**config.mk**
```make
export PLATFORM = sky130hd
export DESIGN_NAME = blink_seq_ctrl
export DESIGN_NICKNAME = d
export VERILOG_FILES = /design/src/rtl/blinkspeed_pkg.sv /design/src/rtl/blink_prescaler.sv /design/src/rtl/blink_seq_ctrl.sv
export SDC_FILE = /design/constraint.sdc
export NUM_CORES = 1
export LEC_CHECK = 0
export CAP_MARGIN = 20
export CORE_ASPECT_RATIO = 0.7
export CORE_UTILIZATION = 52
export CTS_CLUSTER_DIAMETER = 80
export DETAILED_ROUTE_END_ITERATION = 6
export GPL_TIMING_DRIVEN = 0
export PLACE_DENSITY = 0.74
export REMOVE_ABC_BUFFERS = 1
export SLEW_MARGIN = 10
export SYNTH_ARGS = -nofsm -noshare
export SYNTH_HDL_FRONTEND = slang
export SYNTH_SLANG_ARGS = --single-unit
```
**constraint.sdc**
```tcl
create_clock -name CLK -period 2.1 [get_ports CLK]
set_input_delay 0.63 -clock CLK [delete_from_list [all_inputs] [get_ports CLK]]
set_output_delay 0.63 -clock CLK [all_outputs]
set_load 0.02 [all_outputs]
```
**src/rtl/blinkspeed_pkg.sv**
```systemverilog
// ============================================================================
// Module      : blinkspeed_pkg
// Description : Shared constants and state encoding for the LED blink speed
//               and sequence controller.
// Contents    : SPEED_W, SPEED_MAX, state encodings ST_MANUAL/ST_AUTO/ST_PAUSE
//               and the state_t enumeration built on them.
// Revision    : 1.0 - initial release
// ============================================================================
`default_nettype none

package blinkspeed_pkg;

  localparam int                 SPEED_W   = 2;
  localparam logic [SPEED_W-1:0] SPEED_MAX = 2'd3;

  localparam logic [1:0] ST_MANUAL = 2'd0;
  localparam logic [1:0] ST_AUTO   = 2'd1;
  localparam logic [1:0] ST_PAUSE  = 2'd2;

  typedef enum logic [1:0] {
    S_MANUAL = ST_MANUAL,
    S_AUTO   = ST_AUTO,
    S_PAUSE  = ST_PAUSE
  } state_t;

endpackage

`default_nettype wire

```
**src/rtl/blink_prescaler.sv**
```systemverilog
// ============================================================================
// Module      : blink_prescaler
// Description : Free-running prescaler counter with a speed-dependent STEP
//               decode. STEP fires when the low (CNT_W-speed) bits of the
//               counter are all ones, so the period is 2^(CNT_W-speed).
// Ports       : CLK      - system clock
//               RST      - asynchronous active-high reset
//               i_speed  - current speed setting (0 = slowest)
//               i_gate   - forces STEP low while set (counter keeps running)
//               o_step   - one-cycle step enable
// Revision    : 1.0 - initial release
// ============================================================================
`default_nettype none

module blink_prescaler
  import blinkspeed_pkg::*;
#(
  parameter int CNT_W = 25
) (
  input  logic               CLK,
  input  logic               RST,
  input  logic [SPEED_W-1:0] i_speed,
  input  logic               i_gate,
  output logic               o_step
);

  localparam logic [CNT_W-1:0] c_ONES = '1;

  logic [CNT_W-1:0] r_cnt;
  logic [CNT_W-1:0] w_mask;

  // Never cleared by a speed change, so switching speed does not restart
  // the current period.
  always_ff @(posedge CLK or posedge RST) begin
    if (RST) begin
      r_cnt <= '0;
    end else begin
      r_cnt <= r_cnt + {{(CNT_W-1){1'b0}}, 1'b1};
    end
  end

  // Each speed step drops one bit off the top of the compare window,
  // halving the period.
  assign w_mask = c_ONES >> i_speed;
  assign o_step = ((r_cnt & w_mask) == w_mask) && !i_gate;

endmodule

`default_nettype wire

```
**src/rtl/blink_seq_ctrl.sv**
```systemverilog
// ============================================================================
// Module      : blink_seq_ctrl
// Description : Speed/sequence controller for the LED blink datapath. Owns the
//               2-bit speed setting driven by UP/DOWN/MODE pulses, generates
//               the prescaled STEP enable, and provides an auto-ramp mode that
//               sweeps speed 0->3->0 with pause/resume.
// Ports       : CLK    - system clock
//               RST    - asynchronous active-high reset
//               UP     - one-cycle pulse, speed up
//               DOWN   - one-cycle pulse, speed down
//               MODE   - one-cycle pulse, manual/auto toggle
//               SPEED  - current speed (0 = slowest)
//               STEP   - one-cycle enable to the LED pattern counter
//               AUTO   - high in AUTO or PAUSE
//               PAUSED - high in PAUSE
// Config      : BLINK_SPEED_SAT_EN - when defined, manual UP/DOWN saturate at
//               3/0; otherwise manual speed arithmetic wraps modulo 4.
// Revision    : 1.0 - initial release
// ============================================================================
`default_nettype none

module blink_seq_ctrl
  import blinkspeed_pkg::*;
#(
  parameter int CNT_W = 25,
  parameter int DWELL = 8
) (
  input  logic               CLK,
  input  logic               RST,
  input  logic               UP,
  input  logic               DOWN,
  input  logic               MODE,
  output logic [SPEED_W-1:0] SPEED,
  output logic               STEP,
  output logic               AUTO,
  output logic               PAUSED
);

  localparam int               DW_W         = (DWELL > 1) ? $clog2(DWELL) : 1;
  localparam logic [DW_W-1:0]  c_DWELL_LAST = DW_W'(DWELL - 1);
  localparam logic             c_DIR_UP     = 1'b1;
  localparam logic             c_DIR_DOWN   = 1'b0;

  state_t             r_state,  w_nxt_state;
  logic [SPEED_W-1:0] r_speed,  w_nxt_speed;
  logic [DW_W-1:0]    r_dwell,  w_nxt_dwell;
  logic               r_dir,    w_nxt_dir;

  logic               w_step;
  logic               w_paused;
  logic               w_both;

  blink_prescaler #(
    .CNT_W (CNT_W)
  ) u_prescaler (
    .CLK     (CLK),
    .RST     (RST),
    .i_speed (r_speed),
    .i_gate  (w_paused),
    .o_step  (w_step)
  );

  assign w_both   = UP && DOWN;
  assign w_paused = (r_state == S_PAUSE);

  always_ff @(posedge CLK or posedge RST) begin
    if (RST) begin
      r_state <= S_MANUAL;
      r_speed <= '0;
      r_dwell <= '0;
      r_dir   <= c_DIR_UP;
    end else begin
      r_state <= w_nxt_state;
      r_speed <= w_nxt_speed;
      r_dwell <= w_nxt_dwell;
      r_dir   <= w_nxt_dir;
    end
  end

  // MODE outranks UP+DOWN, which outranks STEP-driven ramping.
  always_comb begin
    w_nxt_state = r_state;
    w_nxt_speed = r_speed;
    w_nxt_dwell = r_dwell;
    w_nxt_dir   = r_dir;

    case (r_state)
      S_MANUAL: begin
        if (MODE) begin
          w_nxt_state = S_AUTO;
          w_nxt_dwell = '0;
          w_nxt_dir   = c_DIR_UP;
        end else if (UP && !DOWN) begin
`ifdef BLINK_SPEED_SAT_EN
          if (r_speed != SPEED_MAX) begin
            w_nxt_speed = r_speed + 2'd1;
          end
`else
          w_nxt_speed = r_speed + 2'd1;
`endif
        end else if (DOWN && !UP) begin
`ifdef BLINK_SPEED_SAT_EN
          if (r_speed != '0) begin
            w_nxt_speed = r_speed - 2'd1;
          end
`else
          w_nxt_speed = r_speed - 2'd1;
`endif
        end
      end

      S_AUTO: begin
        if (MODE) begin
          w_nxt_state = S_MANUAL;
        end else if (w_both) begin
          w_nxt_state = S_PAUSE;
        end else if (w_step) begin
          if (r_dwell == c_DWELL_LAST) begin
            w_nxt_dwell = '0;
            // Endpoints bounce straight to the neighbouring level so each
            // extreme is held for one dwell only.
            if (r_dir == c_DIR_UP) begin
              if (r_speed == SPEED_MAX) begin
                w_nxt_dir   = c_DIR_DOWN;
                w_nxt_speed = SPEED_MAX - 2'd1;
              end else begin
                w_nxt_speed = r_speed + 2'd1;
              end
            end else begin
              if (r_speed == '0) begin
                w_nxt_dir   = c_DIR_UP;
                w_nxt_speed = 2'd1;
              end else begin
                w_nxt_speed = r_speed - 2'd1;
              end
            end
          end else begin
            w_nxt_dwell = r_dwell + {{(DW_W-1){1'b0}}, 1'b1};
          end
        end
      end

      S_PAUSE: begin
        if (MODE) begin
          w_nxt_state = S_MANUAL;
        end else if (w_both) begin
          w_nxt_state = S_AUTO;
        end
      end

      default: begin
        w_nxt_state = S_MANUAL;
      end
    endcase
  end

  assign SPEED  = r_speed;
  assign STEP   = w_step;
  assign AUTO   = (r_state != S_MANUAL);
  assign PAUSED = w_paused;

endmodule

`default_nettype wire

```
==> results of run 1 <==
## cell usage after synthesis, types with 2 or more instances
cell type,instances,share of area
dfrtp_1,32,0.46
xor2_1,12,0.061
o21ai_0,3,0.0087
and3_1,8,0.029
nor2_1,15,0.033
and2b_2,2,0.010
nand3_1,11,0.032
a21oi_1,3,0.0087
nand4_1,6,0.022
and2_1,2,0.0072
ha_1,8,0.058
or2_2,3,0.011
inv_1,10,0.022
a211o_1,3,0.015
a31oi_1,4,0.014
xnor2_1,12,0.061
nand2_1,11,0.024
## routing by layer
layer	wire length (µm)	part of all wire
met5	0	0
met4	12	0.0033
met1	1790	0.49
met3	128	0.035
met2	1750	0.47
## metrics by stage
step,setup slack [ps],total power (W),utilization,cells
3_5_place_dp,-922,0.00101,0.600,213
5_1_grt,-307,0.00177,0.705,238
3_3_place_gp,-904,0.000976,0.591,212
6_report,-239,0.00167,0.705,238
4_1_cts,-216,0.00168,0.694,234
2_1_floorplan,-251,0.000887,-,165
## flip-flops by register name, indices dropped and copies added (netlist names)
| signal | flops |
|---|---|
| SPEED | 2 |
| r_dir | 1 |
| r_dwell | 3 |
| r_state | 2 |
| u_prescaler.r_cnt | 25 |
## where the power goes
part | switching, W | internal [W]
registers | 0.0000207 | 0.000660
logic | 0.000206 | 0.000182
clock network | 0.000217 | 0.000387
total | 0.000444 | 0.00123
## kinds of logic (layout without fill, tap and decap cells)
kind of cell    after synthesis  count (layout)
compound gates               19              19
xor+xnor                     24              24
fa+ha+maj                     8               8
simple gates                 70              70
mux                           1               1
buf+inv                      11              45
flops                        33              33
## layout by cell type (no fill, tap or decap), drive strengths merged
cell           count
dfrtp             32
buf               19
nor2              15
xnor2             12
xor2              12
nand2             11
nand3             11
inv               10
nand4              8
and3               8
ha                 8
clkbuf             7
a31oi              4
dlygate4sd2        4
a21oi              3
o21ai              3
a211o              3
clkdlybuf4s50      3
or2                3
and2b              3
nor4               2
nor3               2
and2               2
o22ai              1
nor2b              1
o21bai             1
and4               1
nor3b              1
a32o               1
a21o               1
or3                1
nand3b             1
a211oi             1
o211ai             1
mux2i              1
bufinv             1
dlymetal6s2s       1
dfstp              1
## layout make-up
cell class / count / area, µm²
sequential: 33 / 828
fill: 225 / 928
multi-input combinational: 122 / 946
inverter: 10 / 37.5
clock inverter: 1 / 30.0
timing repair buffer: 27 / 244
clock buffer: 7 / 86.3
tap: 38 / 47.5
## timing repair
item                                    CTS  global route
resized for setup                        26             2
hold buffers                              0             0
pin swaps                                10             1
setup buffers                            13             4
endpoints found under the setup margin    9            10
## worst paths after layout
path | startpoint | endpoint | slack, ps | cells after the start
max reg2reg | SPEED[1]$_DFFE_PP0P_ | r_dwell[2]$_DFFE_PP0P_ | 130 | 8
min | u_prescaler.r_cnt[23]$_DFF_PP0_ | u_prescaler.r_cnt[23]$_DFF_PP0_ | 500 | 1
max | u_prescaler.r_cnt[8]$_DFF_PP0_ | STEP | -240 | 6
min reg2reg | u_prescaler.r_cnt[23]$_DFF_PP0_ | u_prescaler.r_cnt[23]$_DFF_PP0_ | 500 | 1
min in group asynchronous | RST | u_prescaler.r_cnt[0]$_DFF_PP0_ | 800 | 2
max in group asynchronous | RST | r_dir$_DFFE_PP1P_ | 680 | 3
## worst max-delay path, stage by stage, from the launching register on
cell and delay [ps]:
dfrtp_1 370, and3_4 190, and3_4 220, nand2_4 60
nor4_4 290, and2_4 190, buf_6 110
==> results.toml, run 1 <==
[logic_synthesis]
synth_edf_count = 0
yosysWarnings = 0
yosys.area_share.xor_xnor = 0.122
synth_compound_area_frac = 0.0746
yosys.area_share.simple = 0.238
synthMuxAreaShare = 0.00579
synth_fa_ha_area_frac = 0.0579
syn-instance-count = 166
avgSynthCellArea_um2 = 10.4
synth_area_um2 = 1730
yosysSeqAreaShare = 0.479
ys_ff_latch = 33
synth_cell_type_count = 38
synth_ff_type = "dfrtp_1"
synth_top_family_by_area = "simple AND/OR/NAND/NOR gates"
async_flop_share = 1.00

[sta]
finalCritPeriodShare = 1.11
hold_violations = 0
setup_ws_ps = -239
hold_slack_ps = 502
slew_headroom = 0.475
drv_slew = 0
max_freq_mhz = 427
rsz0062_at_grt = "true"
setup_viol = 1
setup_tns_ps = -239
fin_skew_ps = 2.30
tightest_slew_ps = 786
post-route-min-period_ps = 2340

[flow_run]
maxCapViolations = 0

[worst_hold_path]
hold_class = "reg2reg"

[power]
ir_drop_uv = 466
leakagePower_nw = 1.16
powerDensity_nw_per_um2 = 754

[drt]
vias = 1314
route.detailed.vias_per_inst = 5.52
drc_errors = 0
firstDrtPassIters = 6
wl_per_cell_um = 15.5
postRouteAntennaNets = 0
routed_wl_um = 3680
drt_iter0_drc = 79

[clock_network]
clkTransAtPathRegs_ps = 60
h-tree-depth = 2
cts_sinks = 33
clock_path_buffers = 2
cts_buffers = 5
cts_tree = "done"
cts_root_buf = "clkbuf_8"
clkLatencyLatePin_ps = 280

[place]
place_area_um2 = 1890
dp.final_hpwl_um = 2500
portBuffers = 9
place.gp.congestion = 0.759

[run_status]
outcome = "complete, but fails checks"
violations = "negative setup slack"

[global_route]
grt_pass1_wl_um = 6310
grt_pass1_vias = 1337
use_met3 = 0.0663
grt_use_met1 = 0.328
overflow = 0
grt_max_degree = 19
grt_use_met2 = 0.362
top_usage_layer = "met2"
grt_usage = 0.239
antenna_found_initial = 0

[floorplan]
core_um2 = 3150
die_h_um = 50.2
die_width_um = 70.9
die_area_um2 = 3560
rows = 17
num_io_pins = 10
initial_core_util = 0.549

[setup_path]
critPathCaptureType = "primary output"
startpoint_type = "flip-flop"
required_ps = 1470
criticalPathCategory = "reg2out"
crit_arrival_ps = 1710
path_max_fanout = 4

[finish]
area_growth_pct = 28.5
layout.nets = 212
antenna_cells = 0
drive_gt1_frac = 0.245
finish.instance_area_um2 = 2220
(Power assumes the default switching activity.)
==> inputs of run 2 (changes only) <==
--- a/config.mk
+++ b/config.mk
@@ -5,13 +5,13 @@
 export SDC_FILE = /design/constraint.sdc
 export NUM_CORES = 1
 export LEC_CHECK = 0
-export CAP_MARGIN = 20
 export CORE_ASPECT_RATIO = 0.7
-export CORE_UTILIZATION = 52
+export CORE_UTILIZATION = 60
+export CTS_BUF_LIST = sky130_fd_sc_hd__clkbuf_4 sky130_fd_sc_hd__clkbuf_8
 export CTS_CLUSTER_DIAMETER = 80
 export DETAILED_ROUTE_END_ITERATION = 6
 export GPL_TIMING_DRIVEN = 0
-export PLACE_DENSITY = 0.74
+export PLACE_DENSITY = 0.8
 export REMOVE_ABC_BUFFERS = 1
 export SLEW_MARGIN = 10
 export SYNTH_ARGS = -nofsm -noshare
==> constraint.sdc (replaced) <==
create_clock -name CLK -period 2.9 [get_ports CLK]
set_input_delay 0.87 -clock CLK [delete_from_list [all_inputs] [get_ports CLK]]
set_output_delay 0.87 -clock CLK [all_outputs]
set_load 0.02 [all_outputs]
==> results.toml, run 2 (same netlist as run 1, synthesis figures left out) <==
[place]
place.gp.congestion = 0.798
dp_worst_setup_slack_ps = -355
dp.cells = 208
dp.final_hpwl_um = 2380
portBuffers = 9

[sta]
drv_slew = 0
finalCritPeriodShare = 0.975
hold_violations = 0
post-route-min-period_ps = 2830
hold_slack_ps = 469
slew_headroom = 0.559
setup_viol = 0
max_freq_mhz = 354
setup_ws_ps = 73.7
tightest_slew_ps = 661
rsz0062_at_grt = "false"
fin_skew_ps = 9.81

[setup_path]
reg2reg_setup_slack_ps = 730
path_max_fanout = 4
required_ps = 2030
criticalPathCategory = "reg2out"
crit_arrival_ps = 1960
critPathCaptureType = "primary output"
startpoint_type = "flip-flop"

[global_route]
grt_pass1_wl_um = 5580
grt_usage = 0.260
grt_max_degree = 34
antenna_found_initial = 0
grt_pass1_vias = 1193
overflow = 0

[drt]
drc_errors = 0
drt_iter0_drc = 115
route.detailed.vias_per_inst = 5.73
wl_per_cell_um = 15.6
routed_wl_um = 3420
vias = 1254
firstDrtPassIters = 4
postRouteAntennaNets = 0

[finish]
regArea_um2 = 827
stdcell_count = 219
multi_input_area_um2 = 891
regMostFlops = "u_prescaler.r_cnt"
reg.largest.list = "u_prescaler.r_cnt (25), r_dwell (3)"
drive_gt1_frac = 0.151
antenna_cells = 0
largest_reg_flops = 25
final_common_cell = "dfrtp_1"
fin_util = 0.782
final_cell_mix = "dfrtp_1, nor2_1, xnor2_1, xor2_1, nand2_1"
layout.nets = 197
area_growth_pct = 17.2
final.fill_count = 153

[floorplan]
die_area_um2 = 3100
core_um2 = 2590
die_h_um = 46.9
num_io_pins = 10
rows = 15
die_width_um = 66.1
initial_core_util = 0.667

[clock_network]
cts_tree = "done"
cts_sinks = 33
cts_buffers = 5
clkTransAtPathRegs_ps = 70
h-tree-depth = 2
clkLatencyLatePin_ps = 290
cts_root_buf = "clkbuf_8"
clock_path_buffers = 2

[worst_hold_path]
hold_class = "reg2reg"

[power]
leakagePower_nw = 1.04
powerDensity_nw_per_um2 = 580
ir_drop_uv = 385

[flow_run]
maxCapViolations = 0

[run_status]
outcome = "completed"
[run 2: final cells by class]
type	count	area share
Tap cell	34	0.0210
Clock buffer	7	0.0445
Sequential cell	33	0.408
Timing Repair Buffer	12	0.0531
Multi-Input combinational cell	122	0.440
Inverter	10	0.0185
Clock inverter	1	0.0148
[run 2: what timing repair did]
| action | in CTS | in global routing |
|---|---|---|
| hold buffers | 0 | 0 |
| buffers inserted | 1 | 2 |
| setup endpoints to repair | 1 | 1 |
| pin swaps | 0 | 1 |
| cloned | 0 | 0 |
| gates resized for setup | 9 | 1 |
[run 2: path summary, 6_finish.rpt]
path                                                 start                         endpoint  depth (start not counted)
setup / recovery            u_prescaler.r_cnt[8]$_DFF_PP0_                             STEP                          6
hold / removal             u_prescaler.r_cnt[24]$_DFF_PP0_  u_prescaler.r_cnt[24]$_DFF_PP0_                          1
setup reg to reg            u_prescaler.r_cnt[1]$_DFF_PP0_             SPEED[0]$_DFFE_PP0P_                          6
hold reg to reg            u_prescaler.r_cnt[24]$_DFF_PP0_  u_prescaler.r_cnt[24]$_DFF_PP0_                          1
max in group asynchronous                              RST   u_prescaler.r_cnt[6]$_DFF_PP0_                          2
min in group asynchronous                              RST  u_prescaler.r_cnt[13]$_DFF_PP0_                          2
[run 2: report_power, final]
group	total (W)	switching (W)	internal, W	leakage (nW)
clock network	0.000450	0.000161	0.000289	0.0619
logic	0.000220	0.000127	0.0000934	0.540
registers	0.000505	0.0000282	0.000477	0.436
total	0.00118	0.000316	0.000860	1.04
[run 2: stage by stage]
step / total power [W] / TNS (ps) / instance area, µm²
6_report: 0.00118 / 0 / 2030
5_1_grt: 0.00123 / 0 / 2030
4_1_cts: 0.00117 / 0 / 2000
3_5_place_dp: 0.000722 / -355 / 1860
3_3_place_gp: 0.000705 / -349 / 1860
2_1_floorplan: 0.000642 / 0 / 1720
[run 2: metal layers]
metal	part of all wire	GRT usage	wire length, µm	vias to the layer above
li1	-	-	-	611
met5	0	0	0	-
met3	0.055	0.0655	187	4
met4	0.0093	0.115	32	0
met2	0.46	0.414	1580	43
met1	0.47	0.347	1620	596
[run 2: critical path, stage by stage, from the launching register on]
cell     delay (ps)
dfrtp_1         420
and3_1          220
and3_1          240
nand2_1         120
nor4_4          320
and2_1          190
buf_2           160
==> inputs of run 3 (changes only) <==
--- a/config.mk
+++ b/config.mk
@@ -5,6 +5,7 @@
 export SDC_FILE = /design/constraint.sdc
 export NUM_CORES = 1
 export LEC_CHECK = 0
+export CAP_MARGIN = 40
 export CORE_ASPECT_RATIO = 0.7
 export CORE_UTILIZATION = 60
 export CTS_BUF_LIST = sky130_fd_sc_hd__clkbuf_4 sky130_fd_sc_hd__clkbuf_8
==> results.toml, run 3 (same netlist as run 1, synthesis figures left out) <==
[drt]
wl_per_cell_um = 15.8
postRouteAntennaNets = 0
drt_iter0_drc = 127
vias = 1301
route.detailed.vias_per_inst = 5.81
routed_wl_um = 3530
firstDrtPassIters = 4
drc_errors = 0

[clock_network]
cts_root_buf = "clkbuf_8"
cts_sinks = 33
hold_buffers = 0
cts_tree = "done"
h-tree-depth = 2
cts_buffers = 5
clkTransAtPathRegs_ps = 60
clkLatencyLatePin_ps = 270
clock_path_buffers = 2

[setup_path]
endpoint = "STEP"
path_depth = 6
path_cells = "ha_4 > nand3_4 > or2_4 > nor4_4 > and2_4 > clkdlybuf4s15_2"
r2r_cells = 6
required_ps = 2030
critPathCaptureType = "primary output"
reg2reg_setup_slack_ps = 790
slowest_delay_ps = 400
startpoint_type = "flip-flop"
cpMaxStageDelayCell = "dfrtp_1"
regToRegStartpoint = "u_prescaler.r_cnt[1]$_DFF_PP0_"
critPathBufInv = 1
crit_arrival_ps = 1960
path_max_fanout = 4
startpoint = "u_prescaler.r_cnt[1]$_DFF_PP0_"
r2r-end = "SPEED[0]$_DFFE_PP0P_"
criticalPathCategory = "reg2out"
crit_family = "simple AND/OR/NAND/NOR gates"

[finish]
antenna_cells = 0
final_common_cell = "dfrtp_1"
final_cell_mix = "dfrtp_1, nor2_1, xnor2_1, xor2_1, nand2_1"
drive_gt1_frac = 0.179
finish.instance_area_um2 = 2080
reg.largest.list = "u_prescaler.r_cnt (25), r_dwell (3)"
layout.nets = 202
regMostFlops = "u_prescaler.r_cnt"
area_growth_pct = 20.3
largest_reg_flops = 25

[sta]
setup_ws_ps = 74.5
setup_tns_ps = 0
drv_slew = 0
slew_headroom = 0.614
post-route-min-period_ps = 2830
fin_skew_ps = 6.36
hold_slack_ps = 472
max_freq_mhz = 354
tightest_slew_ps = 575
hold_violations = 0
finalCritPeriodShare = 0.974
setup_viol = 0

[global_route]
antenna_found_initial = 0
grt_max_degree = 23
grt_pass1_wl_um = 5640
grt_pass1_vias = 1191
overflow = 0
grt_usage = 0.257

[floorplan]
die_h_um = 46.9
num_io_pins = 10
rows = 15
initial_core_util = 0.667
die_width_um = 66.1
core_um2 = 2590
die_area_um2 = 3100

[power]
leakagePower_nw = 1.06
ir_drop_uv = 618
powerDensity_nw_per_um2 = 520
total_power_w = 0.00108

[place]
place.gp.congestion = 0.798
portBuffers = 9
dp.final_hpwl_um = 2470
place_area_um2 = 1880
dp_worst_setup_slack_ps = -377

[flow_run]
maxCapViolations = 0

[worst_hold_path]
hold_class = "reg2reg"

[run_status]
outcome = "completed"
## run 3: area by class of cell
cell class                 instances  area (µm²)
timing repair buffer              17         171
fill                             140         510
clock inverter                     1        5.00
sequential                        33         827
tap                               34        42.5
multi-input combinational        122         912
clock buffer                       7        83.8
inverter                          10        37.5
## run 3: routing by layer
layer	GRT usage	vias up	wire, µm	part of all wire
li1	-	621	-	-
met1	0.347	642	1720	0.49
met2	0.404	32	1610	0.46
met3	0.0777	6	151	0.043
met4	0.0894	0	51	0.014
met5	0	-	0	0
## run 3: per-stage QoR
stage / util / cells
final: 0.803 / 224
after global routing: 0.803 / 224
after global placement: 0.717 / 208
after floorplan: - / 165
after detailed placement: 0.728 / 209
after CTS: 0.778 / 218
## run 3: worst min-delay path by stage
stage | start | to | slack, ps | cells after the start
2_1_floorplan | u_prescaler.r_cnt[24]$_DFF_PP0_ | u_prescaler.r_cnt[24]$_DFF_PP0_ | 440 | 1
3_3_place_gp | u_prescaler.r_cnt[24]$_DFF_PP0_ | u_prescaler.r_cnt[24]$_DFF_PP0_ | 460 | 1
3_5_place_dp | u_prescaler.r_cnt[24]$_DFF_PP0_ | u_prescaler.r_cnt[24]$_DFF_PP0_ | 460 | 1
4_1_cts | u_prescaler.r_cnt[24]$_DFF_PP0_ | u_prescaler.r_cnt[24]$_DFF_PP0_ | 470 | 1
5_1_grt | u_prescaler.r_cnt[24]$_DFF_PP0_ | u_prescaler.r_cnt[24]$_DFF_PP0_ | 510 | 1
6_report | u_prescaler.r_cnt[24]$_DFF_PP0_ | u_prescaler.r_cnt[24]$_DFF_PP0_ | 470 | 1
## run 3: repair_timing
item                                    4_1_cts  5_1_grt
endpoints found under the setup margin        1        1
resized for setup                            10        3
pin swaps                                     1        2
setup buffers                                 1        6
## run 3: power by group
| part | switching, W | internal (W) |
|---|---|---|
| Sequential | 0.0000308 | 0.000477 |
| Combinational | 0.000127 | 0.000105 |
| Clock | 0.000154 | 0.000187 |
| Total | 0.000312 | 0.000769 |
